==> src/rtl/s_term_ram_io_loopback_bist_pkg.sv <==
// Shared constants, FSM state type and group-reversal helper for the
// south RAM_IO terminator and its loopback self-test.
package s_term_bist_pkg;

  localparam int unsigned NUM_WIRES    = 36;
  localparam int unsigned NUM_PATTERNS = 74;
  localparam int unsigned IDX_W        = 7;
  localparam logic [6:0]  IDX_NONE     = 7'h7F;

  typedef enum logic [1:0] {
    IDLE  = 2'd0,
    DRIVE = 2'd1,
    DRAIN = 2'd2
  } state_t;

  // Reverse bit order inside each wire group: [3:0], [11:4], [19:12], [35:20].
  function automatic logic [NUM_WIRES-1:0] rev(input logic [NUM_WIRES-1:0] v);
    logic [NUM_WIRES-1:0] r;
    r = '0;
    for (int i = 0; i < 4; i++)  r[i]      = v[3-i];
    for (int i = 0; i < 8; i++)  r[4+i]    = v[11-i];
    for (int i = 0; i < 8; i++)  r[12+i]   = v[19-i];
    for (int i = 0; i < 16; i++) r[20+i]   = v[35-i];
    return r;
  endfunction

endpackage

==> src/rtl/s_term_ram_io_loopback_bist_if.sv <==
// Self-test control/status bundle.
//   master: drives bist_start/bist_lat, observes status.
//   slave : the terminator; receives requests, drives status.
interface s_term_ram_io_loopback_bist_if #(
  parameter int unsigned ERR_CNT_W = 6
);
  logic                 bist_start;
  logic [3:0]           bist_lat;
  logic                 bist_busy;
  logic                 bist_done;
  logic                 bist_pass;
  logic [ERR_CNT_W-1:0] bist_err_cnt;
  logic [6:0]           bist_first_err_idx;

  modport master (
    output bist_start, bist_lat,
    input  bist_busy, bist_done, bist_pass, bist_err_cnt, bist_first_err_idx
  );

  modport slave (
    input  bist_start, bist_lat,
    output bist_busy, bist_done, bist_pass, bist_err_cnt, bist_first_err_idx
  );
endinterface

==> src/rtl/s_term_ram_io_loopback_bist_pattern_gen.sv <==
// Combinational test pattern p(k) for a 7-bit pattern index.
//   idx   : pattern index 0..73 (others give all-zero)
//   pat_c : 36-bit pattern
module s_term_bist_pattern_gen
  import s_term_bist_pkg::*;
(
  input  logic [6:0]           idx,
  output logic [NUM_WIRES-1:0] pat_c
);

  // 0..35 walking one, 36..71 walking zero, 72 all zero, 73 all one.
  always_comb begin
    pat_c = '0;
    if (idx < 7'd36) begin
      pat_c = NUM_WIRES'(1) << idx;
    end else if (idx < 7'd72) begin
      pat_c = ~(NUM_WIRES'(1) << (idx - 7'd36));
    end else if (idx == 7'd73) begin
      pat_c = '1;
    end
  end

endmodule

==> src/rtl/s_term_ram_io_loopback_bist.sv <==
// South-edge RAM_IO terminator: reflects returning wires north with
// per-group reversal, and on request runs a loopback self-test.
//   UserCLK, rst_n           : clock, async active-low reset
//   S1END/S2MID/S2END/S4END  : returning wires (rx)
//   N1BEG/N2BEG/N2BEGb/N4BEG : north wires (tx)
//   bist                     : self-test control/status (slave modport)
module s_term_ram_io_loopback_bist
  import s_term_bist_pkg::*;
#(
  parameter int unsigned ERR_CNT_W = 6
) (
  input  logic        UserCLK,
  input  logic        rst_n,
  input  logic [3:0]  S1END,
  input  logic [7:0]  S2MID,
  input  logic [7:0]  S2END,
  input  logic [15:0] S4END,
  output logic [3:0]  N1BEG,
  output logic [7:0]  N2BEG,
  output logic [7:0]  N2BEGb,
  output logic [15:0] N4BEG,
  s_term_ram_io_loopback_bist_if.slave bist
);

  localparam logic [ERR_CNT_W-1:0] ERR_MAX  = '1;
  localparam logic [6:0]           LAST_IDX = 7'(NUM_PATTERNS - 1);

  state_t               state;
  logic [6:0]           tx_idx;
  logic [NUM_WIRES-1:0] tx_q;
  logic [6:0]           rx_idx;
  logic [3:0]           wait_cnt;
  logic [ERR_CNT_W-1:0] err_cnt;
  logic [6:0]           first_idx;
  logic                 done;
  logic                 pass;

  logic [NUM_WIRES-1:0] rx_c;
  logic [NUM_WIRES-1:0] tx_c;
  logic [6:0]           tx_idx_nxt_c;
  logic [NUM_WIRES-1:0] tx_pat_c;
  logic [NUM_WIRES-1:0] exp_pat_c;
  logic                 cmp_c;
  logic                 mismatch_c;
  logic                 last_c;
  logic [ERR_CNT_W-1:0] err_nxt_c;

  assign rx_c = {S4END, S2END, S2MID, S1END};

  // Pattern for the next DRIVE cycle is registered so tx is glitch-free.
  assign tx_idx_nxt_c = (state == IDLE) ? 7'd0 : tx_idx + 7'd1;

  s_term_bist_pattern_gen u_tx_gen  (.idx(tx_idx_nxt_c), .pat_c(tx_pat_c));
  s_term_bist_pattern_gen u_exp_gen (.idx(rx_idx),       .pat_c(exp_pat_c));

  // Compare window opens L cycles after DRIVE cycle 0, regardless of state.
  assign cmp_c      = (state != IDLE) && (wait_cnt == 4'd0);
  assign mismatch_c = cmp_c && (rx_c != rev(exp_pat_c));
  assign last_c     = cmp_c && (rx_idx == LAST_IDX);
  assign err_nxt_c  = (mismatch_c && (err_cnt != ERR_MAX)) ? err_cnt + ERR_CNT_W'(1) : err_cnt;

  // Only DRIVE owns the north wires; otherwise functional reflection.
  assign tx_c = (state == DRIVE) ? tx_q : rev(rx_c);
  assign {N4BEG, N2BEGb, N2BEG, N1BEG} = tx_c;

  always_ff @(posedge UserCLK or negedge rst_n) begin
    if (!rst_n) begin
      state     <= IDLE;
      tx_idx    <= '0;
      tx_q      <= '0;
      rx_idx    <= '0;
      wait_cnt  <= '0;
      err_cnt   <= '0;
      first_idx <= IDX_NONE;
      done      <= 1'b0;
      pass      <= 1'b0;
    end else begin
      case (state)
        IDLE: begin
          if (bist.bist_start) begin
            state     <= DRIVE;
            tx_idx    <= 7'd0;
            tx_q      <= tx_pat_c;
            rx_idx    <= 7'd0;
            wait_cnt  <= (bist.bist_lat == 4'd0) ? 4'd1 : bist.bist_lat;
            err_cnt   <= '0;
            first_idx <= IDX_NONE;
            done      <= 1'b0;
            pass      <= 1'b0;
          end
        end
        DRIVE: begin
          tx_idx <= tx_idx_nxt_c;
          tx_q   <= tx_pat_c;
          if (tx_idx == LAST_IDX) state <= DRAIN;
        end
        DRAIN: ;
        default: state <= IDLE;
      endcase

      // Capture side runs alongside DRIVE/DRAIN; placed last so finishing wins.
      if (state != IDLE) begin
        if (wait_cnt != 4'd0) wait_cnt <= wait_cnt - 4'd1;
        if (cmp_c) begin
          rx_idx  <= rx_idx + 7'd1;
          err_cnt <= err_nxt_c;
          if (mismatch_c && (err_cnt == '0)) first_idx <= rx_idx;
        end
        if (last_c) begin
          state <= IDLE;
          done  <= 1'b1;
          pass  <= (err_nxt_c == '0);
        end
      end
    end
  end

  assign bist.bist_busy          = (state != IDLE);
  assign bist.bist_done          = done;
  assign bist.bist_pass          = pass;
  assign bist.bist_err_cnt       = err_cnt;
  assign bist.bist_first_err_idx = first_idx;

endmodule

==> src/flat_wrapper.sv <==
// flat-port wrapper written by rule: the top's interface ports become plain ports
module s_term_ram_io_loopback_bist_flat import s_term_bist_pkg::*;
#(
  parameter int unsigned ERR_CNT_W = 6
)
  (UserCLK, rst_n, S1END, S2MID, S2END, S4END, N1BEG, N2BEG, N2BEGb, N4BEG, bist_bist_start, bist_bist_lat, bist_bist_busy, bist_bist_done, bist_bist_pass, bist_bist_err_cnt, bist_bist_first_err_idx);
  s_term_ram_io_loopback_bist_if #(.ERR_CNT_W(ERR_CNT_W)) bist_i ();
  input  logic UserCLK;
  input  logic rst_n;
  input  logic [3:0] S1END;
  input  logic [7:0] S2MID;
  input  logic [7:0] S2END;
  input  logic [15:0] S4END;
  output logic [3:0] N1BEG;
  output logic [7:0] N2BEG;
  output logic [7:0] N2BEGb;
  output logic [15:0] N4BEG;
  input wire logic [$bits(bist_i.bist_start)-1:0] bist_bist_start;
  input wire logic [$bits(bist_i.bist_lat)-1:0] bist_bist_lat;
  output wire logic [$bits(bist_i.bist_busy)-1:0] bist_bist_busy;
  output wire logic [$bits(bist_i.bist_done)-1:0] bist_bist_done;
  output wire logic [$bits(bist_i.bist_pass)-1:0] bist_bist_pass;
  output wire logic [$bits(bist_i.bist_err_cnt)-1:0] bist_bist_err_cnt;
  output wire logic [$bits(bist_i.bist_first_err_idx)-1:0] bist_bist_first_err_idx;
  assign bist_i.bist_start = bist_bist_start;
  assign bist_i.bist_lat = bist_bist_lat;
  assign bist_bist_busy = bist_i.bist_busy;
  assign bist_bist_done = bist_i.bist_done;
  assign bist_bist_pass = bist_i.bist_pass;
  assign bist_bist_err_cnt = bist_i.bist_err_cnt;
  assign bist_bist_first_err_idx = bist_i.bist_first_err_idx;
  s_term_ram_io_loopback_bist #(.ERR_CNT_W(ERR_CNT_W)) u_core (.UserCLK(UserCLK), .rst_n(rst_n), .S1END(S1END), .S2MID(S2MID), .S2END(S2END), .S4END(S4END), .N1BEG(N1BEG), .N2BEG(N2BEG), .N2BEGb(N2BEGb), .N4BEG(N4BEG), .bist(bist_i));
endmodule
==> config.mk <==
export PLATFORM = sky130hd
export DESIGN_NAME = s_term_ram_io_loopback_bist_flat
export DESIGN_NICKNAME = d
export VERILOG_FILES = /design/src/rtl/s_term_ram_io_loopback_bist_pkg.sv /design/src/rtl/s_term_ram_io_loopback_bist_if.sv /design/src/rtl/s_term_ram_io_loopback_bist_pattern_gen.sv /design/src/rtl/s_term_ram_io_loopback_bist.sv /design/src/flat_wrapper.sv
export SDC_FILE = /design/constraint.sdc
export NUM_CORES = 1
export LEC_CHECK = 0
export CAP_MARGIN = 20
export CORE_MARGIN = 1.5
export CORE_UTILIZATION = 55
export DETAILED_ROUTE_END_ITERATION = 10
export PLACE_DENSITY = 0.81
export SYNTH_ARGS = -nofsm -noshare
export SYNTH_HDL_FRONTEND = slang
export SYNTH_SLANG_ARGS = --single-unit
==> constraint.sdc <==
create_clock -name UserCLK -period 12.5 [get_ports UserCLK]
set_clock_uncertainty 0.1 [all_clocks]
set_input_delay 1.25 -clock UserCLK [delete_from_list [all_inputs] [get_ports UserCLK]]
set_output_delay 1.25 -clock UserCLK [all_outputs]
set_load 0.05 [all_outputs]
# Word-level counts from Yosys, hierarchy flattened
# Index checks and enable logic that the tools add are counted.
# totals
inputBits	43
latchBits	0
mem_count	0
rom_bits	0
reg_bits	71
elab_cells	91
mem_bits_rw	0
# op_classes
div_mod_pow	0
mul	0
n_reduce_logical	14
add_sub_neg	6
n_bitwise	2
muxes	44
n_eq_ne	8
shifts	4
n_lt_le_gt_ge	4
# ops
operator	count
$mux 36	8
$shl 1x7->36 const A	4
$mux 7	11
$not 36->36	2
$pmux 36 s2	1
$ne 36x36->1	1
$mux 6	5
$eq 7x7->1 const B	3
$mux 4	5
$add 7x1->7 const B	2
$lt 7x6->1 const B	2
$lt 7x7->1 const B	2
$pmux 7 s2	1
$sub 7x6->7 const B	2
$logic_not 6->1	2
$logic_not 4->1	2
$mux 1	8
$mux 2	4
$add 6x1->6 const B	1
$ne 6x6->1 const B	1
$pmux 2 s3	1
$logic_and 1x1->1	5
$reduce_bool 2->1	2
$reduce_bool 4->1	1
6 further kinds	6

# Logic depth before layout (Yosys ltp)
# Gate-level depths: netlist of run 1.
# depth
depth_word	12
mapped_depth	17
depth_no_buf	12

# By module
# A second synthesis of run 1 with hierarchy kept.
# unflattened
cells_unflattened	758
hier_area_um2	6049.6
# modules_own_cells
mod	area_each_um2	instances	cells_each	seq_area_each_um2
s_term_ram_io_loopback_bist	4147.7	1	454	1785.5
s_term_bist_pattern_gen	950.9	2	152	0.0

# Least setup slack after synthesis of run 1
# No wires, ideal clock.
# synth_path
path_type	flip-flop to flip-flop
from	reg u_core.rx_idx[3]
to	reg u_core.err_cnt[3], in the netlist u_core.bist.bist_err_cnt[3]
path_buffers	4
period_less_slack_ns	3.943
arrival_ns	3.707
slack_ns	8.557
setup_time_ns	0.136
path_stages_with_launch	17
path_cell_list	dfrtp_1 buf_2 buf_1 inv_1 ha_1 buf_2 or3_1 a21oi_4 nand4_1 mux2_2 a311oi_1 nand4_1 or4_4 o21bai_2 buf_6 mux2i_1 a211oi_2
# synth_between
elab_chain_cells	11
# synth_rtl
element	line	rtl
from (decl)	s_term_ram_io_loopback_bist.sv:31	logic [6:0] rx_idx;
from (signal assigned)	s_term_ram_io_loopback_bist.sv:105	rx_idx <= rx_idx + 7'd1;
$sub 7x6->7	s_term_ram_io_loopback_bist_pattern_gen.sv:17	pat_c = ~(NUM_WIRES'(1) << (idx - 7'd36));
$shl 1x7->36	s_term_ram_io_loopback_bist_pattern_gen.sv:17	
$not 36->36	s_term_ram_io_loopback_bist_pattern_gen.sv:17	
$mux 36	s_term_ram_io_loopback_bist_pattern_gen.sv:16	end else if (idx < 7'd72) begin
$mux 36 *	s_term_ram_io_loopback_bist_pattern_gen.sv:14	if (idx < 7'd36) begin
$ne 36x36->1 *	s_term_ram_io_loopback_bist.sv:58	assign mismatch_c = cmp_c && (rx_c != rev(exp_pat_c));
$logic_and 1x1->1 *	s_term_ram_io_loopback_bist.sv:58	
$logic_and 1x1->1 *	s_term_ram_io_loopback_bist.sv:60	assign err_nxt_c = (mismatch_c && (err_cnt != ERR_MAX)) ? err_cnt + ERR_CNT_W'(1) : err_cnt;
$mux 6 *	s_term_ram_io_loopback_bist.sv:60	
$mux 6 *	s_term_ram_io_loopback_bist.sv:104	if (cmp_c) begin
$mux 6 *	s_term_ram_io_loopback_bist.sv:102	if (state != IDLE) begin
to (signal assigned)	s_term_ram_io_loopback_bist.sv:106	err_cnt <= err_nxt_c;
to (decl)	s_term_ram_io_loopback_bist.sv:33	logic [ERR_CNT_W-1:0] err_cnt;
# Mark *: on every way between the ends. The rest lies on a longest branch, timed or not.
# A chain may end at the register's enable or synchronous reset.

# Worst setup path in the final report of run 1
# layout_path
from	reg u_core.rx_idx[2]
to	reg u_core.first_idx[2], in the netlist u_core.bist.bist_first_err_idx[2]
# layout_between
elab_chain_cells	11
# layout_rtl
element	line	rtl
$sub 7x6->7	s_term_ram_io_loopback_bist_pattern_gen.sv:17	
$shl 1x7->36	s_term_ram_io_loopback_bist_pattern_gen.sv:17	
$not 36->36	s_term_ram_io_loopback_bist_pattern_gen.sv:17	
$mux 36	s_term_ram_io_loopback_bist_pattern_gen.sv:16	
$mux 36	s_term_ram_io_loopback_bist_pattern_gen.sv:14	
$ne 36x36->1	s_term_ram_io_loopback_bist.sv:58	
$logic_and 1x1->1	s_term_ram_io_loopback_bist.sv:58	
$logic_and 1x1->1	s_term_ram_io_loopback_bist.sv:107	if (mismatch_c && (err_cnt == '0)) first_idx <= rx_idx;
$mux 7 *	s_term_ram_io_loopback_bist.sv:107	
$mux 7 *	s_term_ram_io_loopback_bist.sv:104	
$mux 7 *	s_term_ram_io_loopback_bist.sv:102	
to (signal assigned)	s_term_ram_io_loopback_bist.sv:107	
to (decl)	s_term_ram_io_loopback_bist.sv:34	logic [6:0] first_idx;
# Marked as above.

==> results of run 1 <==
through the flow:
step	power [mW]	area [sq um]	util [%]
floorplan	1.667	6321	-
global placement	2.108	7209	65.36
detailed placement	2.148	7209	65.36
CTS	2.409	7502	68.01
global route	2.607	7526	68.23
finish	2.466	7526	68.23
cell usage after synthesis (4+ instances only):
library cell,number
o311ai_0,9
nand2_1,204
o221ai_1,4
a31oi_1,25
o21a_1,11
and3_1,5
nor4_1,11
dfstp_2,7
or3_1,6
dfrtp_1,64
xor2_1,12
nor2_1,70
o21ai_0,74
o211ai_1,13
o22ai_1,4
a211oi_1,12
ha_1,16
inv_1,22
nand3b_1,4
a21o_1,5
nand4_1,10
and2_1,5
clkbuf_1,38
o2111ai_1,7
nor2b_1,6
buf_2,9
a211o_1,4
a21oi_1,25
buf_6,4
buf_1,6
nand2b_1,7
mux2i_1,13
nor3_1,26
nand3_1,35
xnor2_1,12
or2_2,5
o31ai_1,8
flip-flops by register name, indices dropped and copies added (netlist names):
| signal | flops |
|---|---|
| u_core.bist.bist_first_err_idx | 7 |
| u_core.tx_q | 36 |
| u_core.bist.bist_err_cnt | 6 |
| u_core.bist.bist_pass | 1 |
| u_core.tx_idx | 7 |
| u_core.rx_idx | 7 |
| u_core.bist.bist_done | 1 |
| u_core.wait_cnt | 4 |
| u_core.state | 2 |
cells in the final DEF, fill, tap and decap left out, types with 4 or more instances in the layout:
master | netlist | routed
nand2_1 | 204 | 204
clkdlybuf4s50_1 | 0 | 93
o21ai_0 | 74 | 74
nor2_1 | 70 | 70
dfrtp_1 | 64 | 64
nand3_1 | 35 | 35
nor3_1 | 26 | 26
a31oi_1 | 25 | 25
a21oi_1 | 25 | 25
inv_1 | 22 | 22
ha_1 | 16 | 16
o211ai_1 | 13 | 13
mux2i_1 | 13 | 13
a211oi_1 | 12 | 12
xnor2_1 | 12 | 12
xor2_1 | 12 | 12
o21a_1 | 11 | 11
nor4_1 | 11 | 11
nand4_1 | 10 | 10
o311ai_0 | 9 | 9
clkbuf_16 | 0 | 9
o31ai_1 | 8 | 8
buf_4 | 3 | 8
o2111ai_1 | 7 | 7
nand2b_1 | 7 | 7
dfstp_2 | 7 | 7
or3_1 | 6 | 6
a21o_1 | 5 | 5
and2_1 | 5 | 5
or2_2 | 5 | 5
nor2b_1 | 6 | 5
and3_1 | 5 | 5
nand3b_1 | 4 | 4
o221ai_1 | 4 | 4
o22ai_1 | 4 | 4
a211o_1 | 4 | 4
kinds of logic (layout without fill, tap and decap cells):
logic type	Yosys count	after routing	share of synthesized area, %
mux	14	14	2.237
fa+ha+maj	16	16	3.167
compound gates	246	246	26.88
xor+xnor	24	24	3.325
simple gates	417	417	30.44
flops	71	71	28.25
buf+inv	82	142	5.701
power by group through the flow:
stage                     combinational [mW]  sequential [mW]  clock (mW)
after floorplan                         1.20            0.465           0
after global placement                  1.63            0.477           0
after detailed placement                1.66            0.483           0
after CTS                               1.67            0.481       0.253
after global routing                    1.84            0.502       0.262
final                                   1.72            0.490       0.253
worst paths after layout:
| kind | startpoint | endpoint | slack [ns] | cells after the start |
|---|---|---|---|---|
| max | u_core.rx_idx[2] | u_core.bist.bist_first_err_idx[2] | 6.87 | 12 |
| min | u_core.tx_q[5] | u_core.tx_q[5] | 0.37 | 1 |
| max reg2reg | u_core.rx_idx[2] | u_core.bist.bist_first_err_idx[2] | 6.87 | 12 |
| min reg2reg | u_core.tx_q[5] | u_core.tx_q[5] | 0.37 | 1 |
| max in group asynchronous | rst_n | u_core.tx_q[15] | 10.68 | 2 |
| min in group asynchronous | rst_n | u_core.bist.bist_err_cnt[3] | 1.01 | 2 |
area by class of cell:
type	instances	share of cell area [%]
inverter	22	1.097
sequential	71	23.72
timing repair buffer	104	13.45
multi-input combinational	717	55.51
tap	140	2.328
clock buffer	11	3.092
clock inverter	5	0.7980
metal layers:
layer	share of wire, %	vias to the layer above
met5	0	-
met4	3.9	0
met3	10	72
met2	45	489
met1	41	3366
li1	-	3278
==> flow_summary_export.csv, run 1 <==
group,metric,value,unit
yosys,seq_area_frac_synth,28.25,%
drt,drtAntennaViolNets,0,
cts,htreeDepth,3,
grt,grt_pass1_vias,6719,
yosys,synthCells,870,
die,row_count,38,
sta,fin_crit,5.626,ns
yosys,yosysTopAreaCellShare,25.34,%
yosys,yosysUniqueCellTypes,85,
outcome,outcome,"completed",
yosys,synthesis.area,6321,sq um
cts,ctsResizeCount,0,
power_and_ir_drop,power_frac_comb,69.9,%
cts,cts_tree,"yes",
grt,use_met2,59.23,%
drt,initialDrtViolationCount,1032,
setup_path,start_kind,"flip-flop",
sta,setup_violations,0,
power_and_ir_drop,leakagePower,3.103,nW
die,die_h,110.2,um
setup_path,crit_slowest_cell,"dfrtp_1",
flow_run,maxCapViolations,0,
sta,max_slew.worst_pin.slew,1.074,ns
layout,drive_gt1_share,6.129,%
setup_path,worstPathRequired,12.66,ns
setup_path,worstSetupEndpointType,"flip-flop",
drt,post-route-drc-count,0,
layout,ff_latch_area,1785,sq um
layout,antenna_cells,0,
yosys,synth_ff_type,"dfrtp_1",
cts,numCtsBuffers,9,
setup_path,cp_top_family,"simple AND/OR/NAND/NOR gates",
placed_design,dp_hpwl,16.62,mm
layout,syn_to_final_growth,19.06,%
cts,clkLatencyLatePin,0.34,ns
yosys,synth_nets,929,
cts,cts.sinks,71,
power_and_ir_drop,internal-power,1.065,mW
sta,rsz0062_at_grt,"false",
die,fp.dieArea,12150,sq um
placed_design,io_buffers,94,
yosys,ys_seq_elements,71,
drt,vias_per_cell,6.734,
drt,wl,22.78,mm
setup_path,crit_type,"flip-flop to flip-flop",
drt,post_drt_wl_per_cell,21.29,um
power_and_ir_drop,switching_power,1.401,mW
setup_path,crit_path_max_incr_delay,1.00,ns
layout,fillers,954,
power_and_ir_drop,power_frac_seq,19.9,%
grt,grt_pass1_wl,35.47,mm
sta,finalCritPeriodShare,45.00,%
grt,grt_max_degree,72,
drt,drt_pre_antenna_iters,6,
grt,grt_util_met1,52.97,%
die,ioPinCount,95,
layout,fin_nets,984,
cts,clock_path_buffers,2,
setup_path,worstPathArrival,5.78,ns
sta,timing.hold.ws,0.3750,ns
grt,antenna_found_initial,0,
grt,met3_usage,7.643,%
yosys,synth_edf_count,0,
cts,cts_root_buf,"clkbuf_16",
sta,tns,0,ns
die,design.core.area,11030,sq um
sta,hold_viol,0,
hold_path,hold_path_class,"flip-flop to flip-flop",
grt,gr-total-overflow,0,
placed_design,dpl.cell_count,1051,
drt,vias,7205,
layout,multiInputGateArea,4178,sq um
power_and_ir_drop,clockPowerShare,10.2,%
layout,fin_cells,1070,
power_and_ir_drop,power.density,327.7,nW/um^2
cts,clk_pin_slew,0.06,ns
cts,cts_hold_buf,0,
setup_path,path_cells,"inv_1 > ha_1 > nand2b_1 > a211oi_2 > a21oi_1 > o311ai_0 > xnor2_1 > nor4_1 > nand4_1 > nor2_1 > or3_1 > mux2i_1",
yosys,synth.area.top_cells,"dfrtp_1, nand2_1, o21ai_0, nor2_1, ha_1",
power_and_ir_drop,sw_frac_of_total,56.82,%
sta,slew_violations,0,
sta,fmax,177.8,MHz
yosys,avgSynthCellArea,7.266,sq um
sta,setup_slack,6.874,ns
grt,grt.busiest_layer,"met2",
die,start_util,57.30,%
die,die_x,110.2,um
cts,cts_setup_buffers,0,
setup_path,path_buf_inv,1,
sta,relSlewSlack,28.40,%
yosys,synth_largest_area_cell,"dfrtp_1",
setup_path,critPathMaxFanout,28,
placed_design,post-place-ws,7.131,ns
power_and_ir_drop,worst_ir_drop_vdd,0.2649,mV
grt,track_usage,38.71,%
yosys,yosysWarnings,0,
yosys,async_flop_share,100.0,%
placed_design,gp_congestion,0.9972,
(Power assumes the default switching activity.)
==> inputs of run 2 (changes only) <==
--- a/config.mk
+++ b/config.mk
@@ -7,9 +7,9 @@
 export LEC_CHECK = 0
 export CAP_MARGIN = 20
 export CORE_MARGIN = 1.5
-export CORE_UTILIZATION = 55
+export CORE_UTILIZATION = 50
 export DETAILED_ROUTE_END_ITERATION = 10
-export PLACE_DENSITY = 0.81
+export PLACE_DENSITY = 0.78
 export SYNTH_ARGS = -nofsm -noshare
 export SYNTH_HDL_FRONTEND = slang
 export SYNTH_SLANG_ARGS = --single-unit
==> constraint.sdc (replaced) <==
create_clock -name UserCLK -period 4.7 [get_ports UserCLK]
set_clock_uncertainty 0.1 [all_clocks]
set_input_delay 0.47 -clock UserCLK [delete_from_list [all_inputs] [get_ports UserCLK]]
set_output_delay 0.47 -clock UserCLK [all_outputs]
set_load 0.05 [all_outputs]
==> flow_summary_export.csv, run 2 (synthesized netlist as in run 1, its figures left out) <==
group,metric,value,unit
sta,setup_violations,0,
cts,cts_root_buf,"clkbuf_16",
outcome,outcome,"completed",
sta,max_slew.worst_pin.slew,0.9149,ns
hold_path,hold_path_class,"input pin to async pin",
cts,clock_path_buffers,2,
drt,post_drt_wl_per_cell,20.49,um
power_and_ir_drop,worst_ir_drop_vdd,0.5834,mV
sta,hold_viol,0,
cts,cts_setup_buffers,0,
layout,largest_register,"u_core.tx_q",
die,row_count,40,
drt,drtAntennaViolNets,0,
setup_path,worstPathArrival,4.23,ns
power_and_ir_drop,leakagePower,3.163,nW
cts,numCtsBuffers,9,
layout,largest_reg_flops,36,
die,die_x,115.4,um
drt,initialDrtViolationCount,950,
grt,track_usage,34.33,%
placed_design,dpl_cell_area,7330,sq um
drt,drt_pre_antenna_iters,8,
sta,fin_crit,4.143,ns
setup_path,crit_type,"flip-flop to flip-flop",
grt,grt_pass1_vias,6347,
power_and_ir_drop,power,6.562,mW
layout,drive_gt1_share,7.348,%
cts,cts_hold_buf,0,
drt,wl,22.68,mm
sta,slew_violations,0,
sta,fmax,241.4,MHz
die,fp.dieArea,13330,sq um
die,die_h,115.4,um
cts,cts_tree,"yes",
setup_path,critPathMaxFanout,12,
layout,final_cell_area,7665,sq um
cts,cts.sinks,71,
layout,final_cell_mix,"nand2_1, clkdlybuf4s50_1, o21ai_0",
flow_run,maxCapViolations,0,
cts,htreeDepth,3,
sta,relSlewSlack,39.00,%
cts,clkLatencyLatePin,0.34,ns
die,start_util,51.98,%
die,ioPinCount,95,
setup_path,worstSetupEndpointType,"flip-flop",
drt,vias_per_cell,6.418,
setup_path,start_kind,"flip-flop",
grt,antenna_found_initial,1,
die,design.core.area,12160,sq um
placed_design,gp_congestion,0.9961,
placed_design,dp_hpwl,16.86,mm
layout,final_common_cell,"nand2_1",
drt,post-route-drc-count,0,
drt,vias,7105,
layout,fin_nets,993,
grt,grt_pass1_wl,35.14,mm
setup_path,worstPathRequired,4.79,ns
layout,post-route-util,63.02,%
grt,grt_max_degree,58,
sta,rsz0062_at_grt,"false",
power_and_ir_drop,power.density,856.2,nW/um^2
layout,syn_to_final_growth,21.26,%
sta,finalCritPeriodShare,88.15,%
placed_design,io_buffers,94,
grt,gr-total-overflow,0,
cts,clk_pin_slew,0.06,ns
cts,ctsResizeCount,0,
sta,tns,0,ns
sta,timing.hold.ws,0.03660,ns
layout,antenna_cells,0,
[run 2: power breakdown]
part | total [mW] | internal, mW | switching (mW)
clock | 0.694 | 0.428 | 0.267
sequential | 1.16 | 0.900 | 0.263
combinational | 4.71 | 1.56 | 3.15
[run 2: cell type report]
type,instances,area (sq um)
fillers,1142,4497
clock buffers,10,239.0
repair buffers,113,1099
inverters,22,82.58
multi-input cells,717,4180
well taps,168,210.2
clock inverters,6,68.82
flip-flops and latches,71,1785
[run 2: worst paths after layout]
check	start	endpoint	slack (ns)	cells after the start
setup / recovery	u_core.rx_idx[3]	u_core.bist.bist_err_cnt[3]	0.56	12
hold / removal	rst_n	u_core.wait_cnt[0]	0.04	1
setup reg to reg	u_core.rx_idx[3]	u_core.bist.bist_err_cnt[3]	0.56	12
hold reg to reg	u_core.tx_q[34]	u_core.tx_q[34]	0.37	2
max in group asynchronous	rst_n	u_core.tx_q[24]	3.71	2
min in group UserCLK	u_core.tx_q[34]	u_core.tx_q[34]	0.37	2
[run 2: critical path: stages, from the launching register on]
cell,delay (ns)
dfrtp_1,0.37
inv_1,0.11
ha_1,0.40
nor2b_1,0.25
nor2_1,0.10
a21oi_1,0.71
o311ai_0,0.31
xnor2_1,0.18
nor4_1,0.33
nand4_1,0.28
o21bai_2,0.49
mux2i_1,0.29
a211oi_2,0.06
[run 2: through the flow]
| stage | worst slack (ns) | cells |
|---|---|---|
| 2_1_floorplan | 0.7573 | 870 |
| 3_3_place_gp | 0.6771 | 1090 |
| 3_5_place_dp | 0.6416 | 1090 |
| 4_1_cts | 0.6214 | 1106 |
| 5_1_grt | 0.2222 | 1107 |
| 6_report | 0.5570 | 1107 |
[run 2: metal layers]
metal | share of wire, % | track usage [%] | vias to the layer above | routed length, um
met1 | 43 | 49.55 | 3298 | 9668
met3 | 9.4 | 4.864 | 69 | 2133
met4 | 3.4 | 12.35 | 2 | 782
li1 | - | - | 3291 | -
met2 | 44 | 52.66 | 445 | 10080
met5 | 0.053 | 0 | - | 12
==> inputs of run 3 (changes only) <==
--- a/config.mk
+++ b/config.mk
@@ -5,11 +5,10 @@
 export SDC_FILE = /design/constraint.sdc
 export NUM_CORES = 1
 export LEC_CHECK = 0
-export CAP_MARGIN = 20
 export CORE_MARGIN = 1.5
-export CORE_UTILIZATION = 50
+export CORE_UTILIZATION = 55
 export DETAILED_ROUTE_END_ITERATION = 10
-export PLACE_DENSITY = 0.78
+export PLACE_DENSITY = 0.81
 export SYNTH_ARGS = -nofsm -noshare
 export SYNTH_HDL_FRONTEND = slang
 export SYNTH_SLANG_ARGS = --single-unit
==> constraint.sdc (replaced) <==
create_clock -name UserCLK -period 4.2 [get_ports UserCLK]
set_clock_uncertainty 0.1 [all_clocks]
set_input_delay 0.42 -clock UserCLK [delete_from_list [all_inputs] [get_ports UserCLK]]
set_output_delay 0.42 -clock UserCLK [all_outputs]
set_load 0.05 [all_outputs]
==> flow_summary_export.csv, run 3 (synthesized netlist as in run 1, its figures left out) <==
group,metric,value,unit
setup_path,crit_path_max_incr_delay,0.56,ns
power_and_ir_drop,internal-power,3.384,mW
drt,top_layer_used,"met4",
die,ioPinCount,95,
setup_path,cp_num_cells,13,
sta,hold_viol,0,
die,row_count,38,
power_and_ir_drop,power,7.625,mW
setup_path,worstSetupEndpointType,"flip-flop",
grt,track_usage,38.32,%
drt,post-route-drc-count,0,
cts,cts.sinks,71,
cts,cts_setup_buffers,0,
die,die_h,110.2,um
power_and_ir_drop,sw_frac_of_total,55.62,%
drt,wl,23.24,mm
power_and_ir_drop,worst_ir_drop_vdd,0.8517,mV
sta,slew_violations,0,
layout,final_common_cell,"nand2_1",
setup_path,cp_top_family,"simple AND/OR/NAND/NOR gates",
setup_path,path_buf_inv,2,
layout,syn_to_final_growth,22.37,%
drt,met1_length,9.264,mm
layout,post-route-util,70.12,%
cts,htreeDepth,3,
sta,tns,0,ns
flow_run,maxCapViolations,0,
setup_path,critPathMaxFanout,28,
cts,clk_pin_slew,0.06,ns
outcome,outcome,"completed",
cts,clkLatencyLatePin,0.34,ns
cts,cts_root_buf,"clkbuf_16",
cts,numCtsBuffers,9,
sta,rsz0062_at_grt,"false",
layout,final_cell_mix,"nand2_1, clkdlybuf4s50_1, o21ai_0",
layout,largest_reg_flops,36,
placed_design,dpl_cell_area,7397,sq um
sta,fmax,250.1,MHz
grt,grt_max_degree,42,
die,die_x,110.2,um
power_and_ir_drop,power.density,985.8,nW/um^2
setup_path,worstPathArrival,4.16,ns
sta,finalCritPeriodShare,95.20,%
hold_path,hold_path_class,"input pin to async pin",
setup_path,rr_worst_depth,13,
drt,post_drt_wl_per_cell,21.28,um
setup_path,critPathLaunch,"u_core.rx_idx[3]",
placed_design,io_buffers,94,
drt,drt_pre_antenna_iters,6,
power_and_ir_drop,power_frac_seq,16.4,%
drt,initialDrtViolationCount,909,
grt,grt_pass1_wl,35.22,mm
placed_design,gp_congestion,1.008,
cts,cts_hold_buf,0,
grt,gr-total-overflow,0,
layout,largest_register,"u_core.tx_q",
cts,ctsResizeCount,0,
grt,grt_pass1_vias,6720,
sta,setup_violations,0,
setup_path,worstPathRequired,4.36,ns
die,fp.dieArea,12150,sq um
layout,drive_gt1_share,8.613,%
sta,fin_crit,3.998,ns
layout,final_cell_area,7735,sq um
cts,clock_path_buffers,2,
grt,antenna_found_initial,0,
die,start_util,57.30,%
placed_design,dp_hpwl,17.17,mm
drt,met3_length,2.530,mm
drt,vias_per_cell,6.774,
layout,antenna_cells,0,
drt,drtAntennaViolNets,0,
power_and_ir_drop,power_frac_comb,72.4,%
sta,relSlewSlack,33.12,%
cts,cts_tree,"yes",
setup_path,start_kind,"flip-flop",
power_and_ir_drop,clockPowerShare,11.2,%
setup_path,path_cells,"buf_4 > ha_1 > a21bo_2 > a2bb2oi_2 > buf_4 > o22ai_1 > xnor2_1 > o31a_1 > o2111ai_1 > or4_4 > nor2_1 > or3_4 > mux2i_1",
die,design.core.area,11030,sq um
setup_path,crit_type,"flip-flop to flip-flop",
setup_path,crit_slowest_cell,"or4_4",
drt,vias,7397,
power_and_ir_drop,leakagePower,3.229,nW
setup_path,crit_top_cell,"buf_4",
layout,fin_nets,1006,
drt,routed-wl-met2,10.31,mm
sta,max_slew.worst_pin.slew,1.003,ns
setup_path,r2r_start,"u_core.rx_idx[3]",
layout,fillers,899,
power_and_ir_drop,switching_power,4.241,mW
sta,timing.hold.ws,0.1311,ns
[run 3: path summary, 6_finish.rpt]
check,to,slack (ns)
hold reg to reg,u_core.tx_q[32],0.38
max in group asynchronous,u_core.tx_q[19],2.89
setup / recovery,u_core.bist.bist_first_err_idx[0],0.20
hold / removal,u_core.bist.bist_err_cnt[2],0.13
setup reg to reg,u_core.bist.bist_first_err_idx[0],0.20
min in group UserCLK,u_core.tx_q[32],0.38
[run 3: layout make-up]
cell class	instances	area (sq um)	area share, %
Tap cell	140	175.2	2.265
Sequential cell	71	1785	23.08
Timing Repair Buffer	126	1176	15.21
Multi-Input combinational cell	717	4183	54.08
Clock inverter	5	80.08	1.035
Clock buffer	11	252.7	3.268
Inverter	22	82.58	1.068
[run 3: layer usage]
metal	vias to the layer above	track usage [%]
li1	3309	-
met1	3479	51.96
met2	509	58.87
met3	100	7.172
met4	0	18.59
met5	-	0
[run 3: power groups by stage]
stage / combinational (mW) / sequential, mW / clock (mW)
floorplan: 3.58 / 1.38 / 0
CTS: 5.37 / 1.24 / 0.859
global placement: 5.23 / 1.23 / 0
global route: 5.86 / 1.28 / 0.884
detailed placement: 5.32 / 1.25 / 0
finish: 5.52 / 1.25 / 0.855
[run 3: stage by stage]
| stage | worst slack [ns] | instances |
|---|---|---|
| 3_3_place_gp | 0.2595 | 1076 |
| 5_1_grt | 0.009825 | 1092 |
| 3_5_place_dp | 0.2184 | 1076 |
| 2_1_floorplan | 0.2573 | 870 |
| 4_1_cts | 0.1063 | 1092 |
| 6_report | 0.2016 | 1092 |
==> edit (flow settings as in run 3) <==
Re-encode `state_t` (3 states) as one-hot, 3 bits wide.
--- a/src/rtl/s_term_ram_io_loopback_bist_pkg.sv
+++ b/src/rtl/s_term_ram_io_loopback_bist_pkg.sv
@@ -8,8 +8,8 @@
   localparam logic [6:0]  IDX_NONE     = 7'h7F;
 
-  typedef enum logic [1:0] {
-    IDLE  = 2'd0,
-    DRIVE = 2'd1,
-    DRAIN = 2'd2
+  typedef enum logic [2:0] {
+    IDLE  = 3'b001,
+    DRIVE = 3'b010,
+    DRAIN = 3'b100
   } state_t;
 
Behaviour: same outputs for any inputs over 10 cycles, from zero or initial values and one cycle with rst_n low; not proved beyond that.
==> edit against run 3 <==
- final area up 8.0%
- critical path type unchanged
- combinational power decreased by 50%
- wire length rose by 0.13%
- sequential cell count is 1 higher
- total power shrank 37%
- highest routed layer unchanged
- worst setup slack got worse by 91 ps
- sequential power is 6% lower
- non-clock buffer count increased by 27
- area after synthesis is 5.3% higher
- clock power decreased by 0.8%
==> edit: results <==
global_routing:
  global_route.usage.met1: 0.480
  first_global_vias: 6757
  grt_start_max_net_pins: 73
  grt.met3_usage: 0.0653
  global_route.usage.total: 0.358
  gr-usage-met2: 0.561
  grt_first_pass_wirelength_um: 36000
finish:
  sequential_share_of_cell_area: 0.217
  post_route_design_area_sq_um: 8360
  fillers: 1028
  non_clock_inverter_count: 25
  final-instance-count-excl-fill: 1170
  comb.multi_input.count: 757
  buffer_area_frac: 0.174
  drive_above_1_share: 0.130
  fraction_of_area_in_multi_input_gates: 0.536
  clkCellAreaFrac: 0.0391
  nNonClkBuffers: 153
placement:
  dp_hpwl_um: 17000
  place.port_buffers: 94
  dp.cells: 1148
  detailed_place.area_sq_um: 7870
  detailedPlace.worstSlack_ps: -202
synth:
  avgSynthCellArea_sq_um: 7.15
  yosys.cell_types.count: 84
  synth-seq-area-share: 0.272
  synth_fp_nets: 990
routing:
  drt_first_iter_violations: 1015
  routed_length_on_met1_um: 9530
  met2RoutedLength_um: 10500
  first_pass_iters: 5
  routed_wl_um: 23300
  detailroute.wirelength.met3_um: 2050
  detailroute.via_count: 7500
outcome:
  outcome: "finished clean"
clocking:
  tritoncts_num_sinks: 72
setup_path:
  worst_case_reg_to_reg_path_depth: 14
  ff2ff_setup_slack_ps: 110
  r2r_end: "u_core.bist.bist_pass$_DFF_PN0_"
  cp.arrival_ps: 4250
  worst-path-max-fanout: 9
floorplan:
  tap-cell-count: 147
pwr:
  pg_comb_mw: 2.77
  power_density_nw_per_um2: 574
  ir_drop_v: 0.000536
timing:
  max_slew_margin: 0.266
  fin_worst_hold_slack_ps: 96.1
-- edit: kinds of logic after synthesis --
kind of cell	count (synthesis)	share of synthesized area
multiplexers	17	0.0259
adder cells (fa/ha/maj)	16	0.0301
buffers and inverters	102	0.0729
flip-flops	72	0.272
AND/OR/NAND/NOR	390	0.286
XOR/XNOR	21	0.0276
AO/OA/AOI/OAI	313	0.285
-- edit: worst max-delay path, cell delays in order, from the launching register on --
cell      delay, ps
dfrtp_1         420
inv_1           110
ha_2            260
nor2b_4         210
o21ai_1         160
a21oi_4         340
buf_4           200
a31oi_1         110
a221o_1         310
nor4_1          300
nand4_1         180
or4_4           600
and3_4          180
or3_1           300
a211oi_1        200
-- edit: timing repair --
action	CTS	global route
pin swaps	0	3
endpoints found under the hold margin	0	0
setup endpoints to repair	14	14
resized for setup	3	19
hold buffers	0	0
setup buffers	0	6
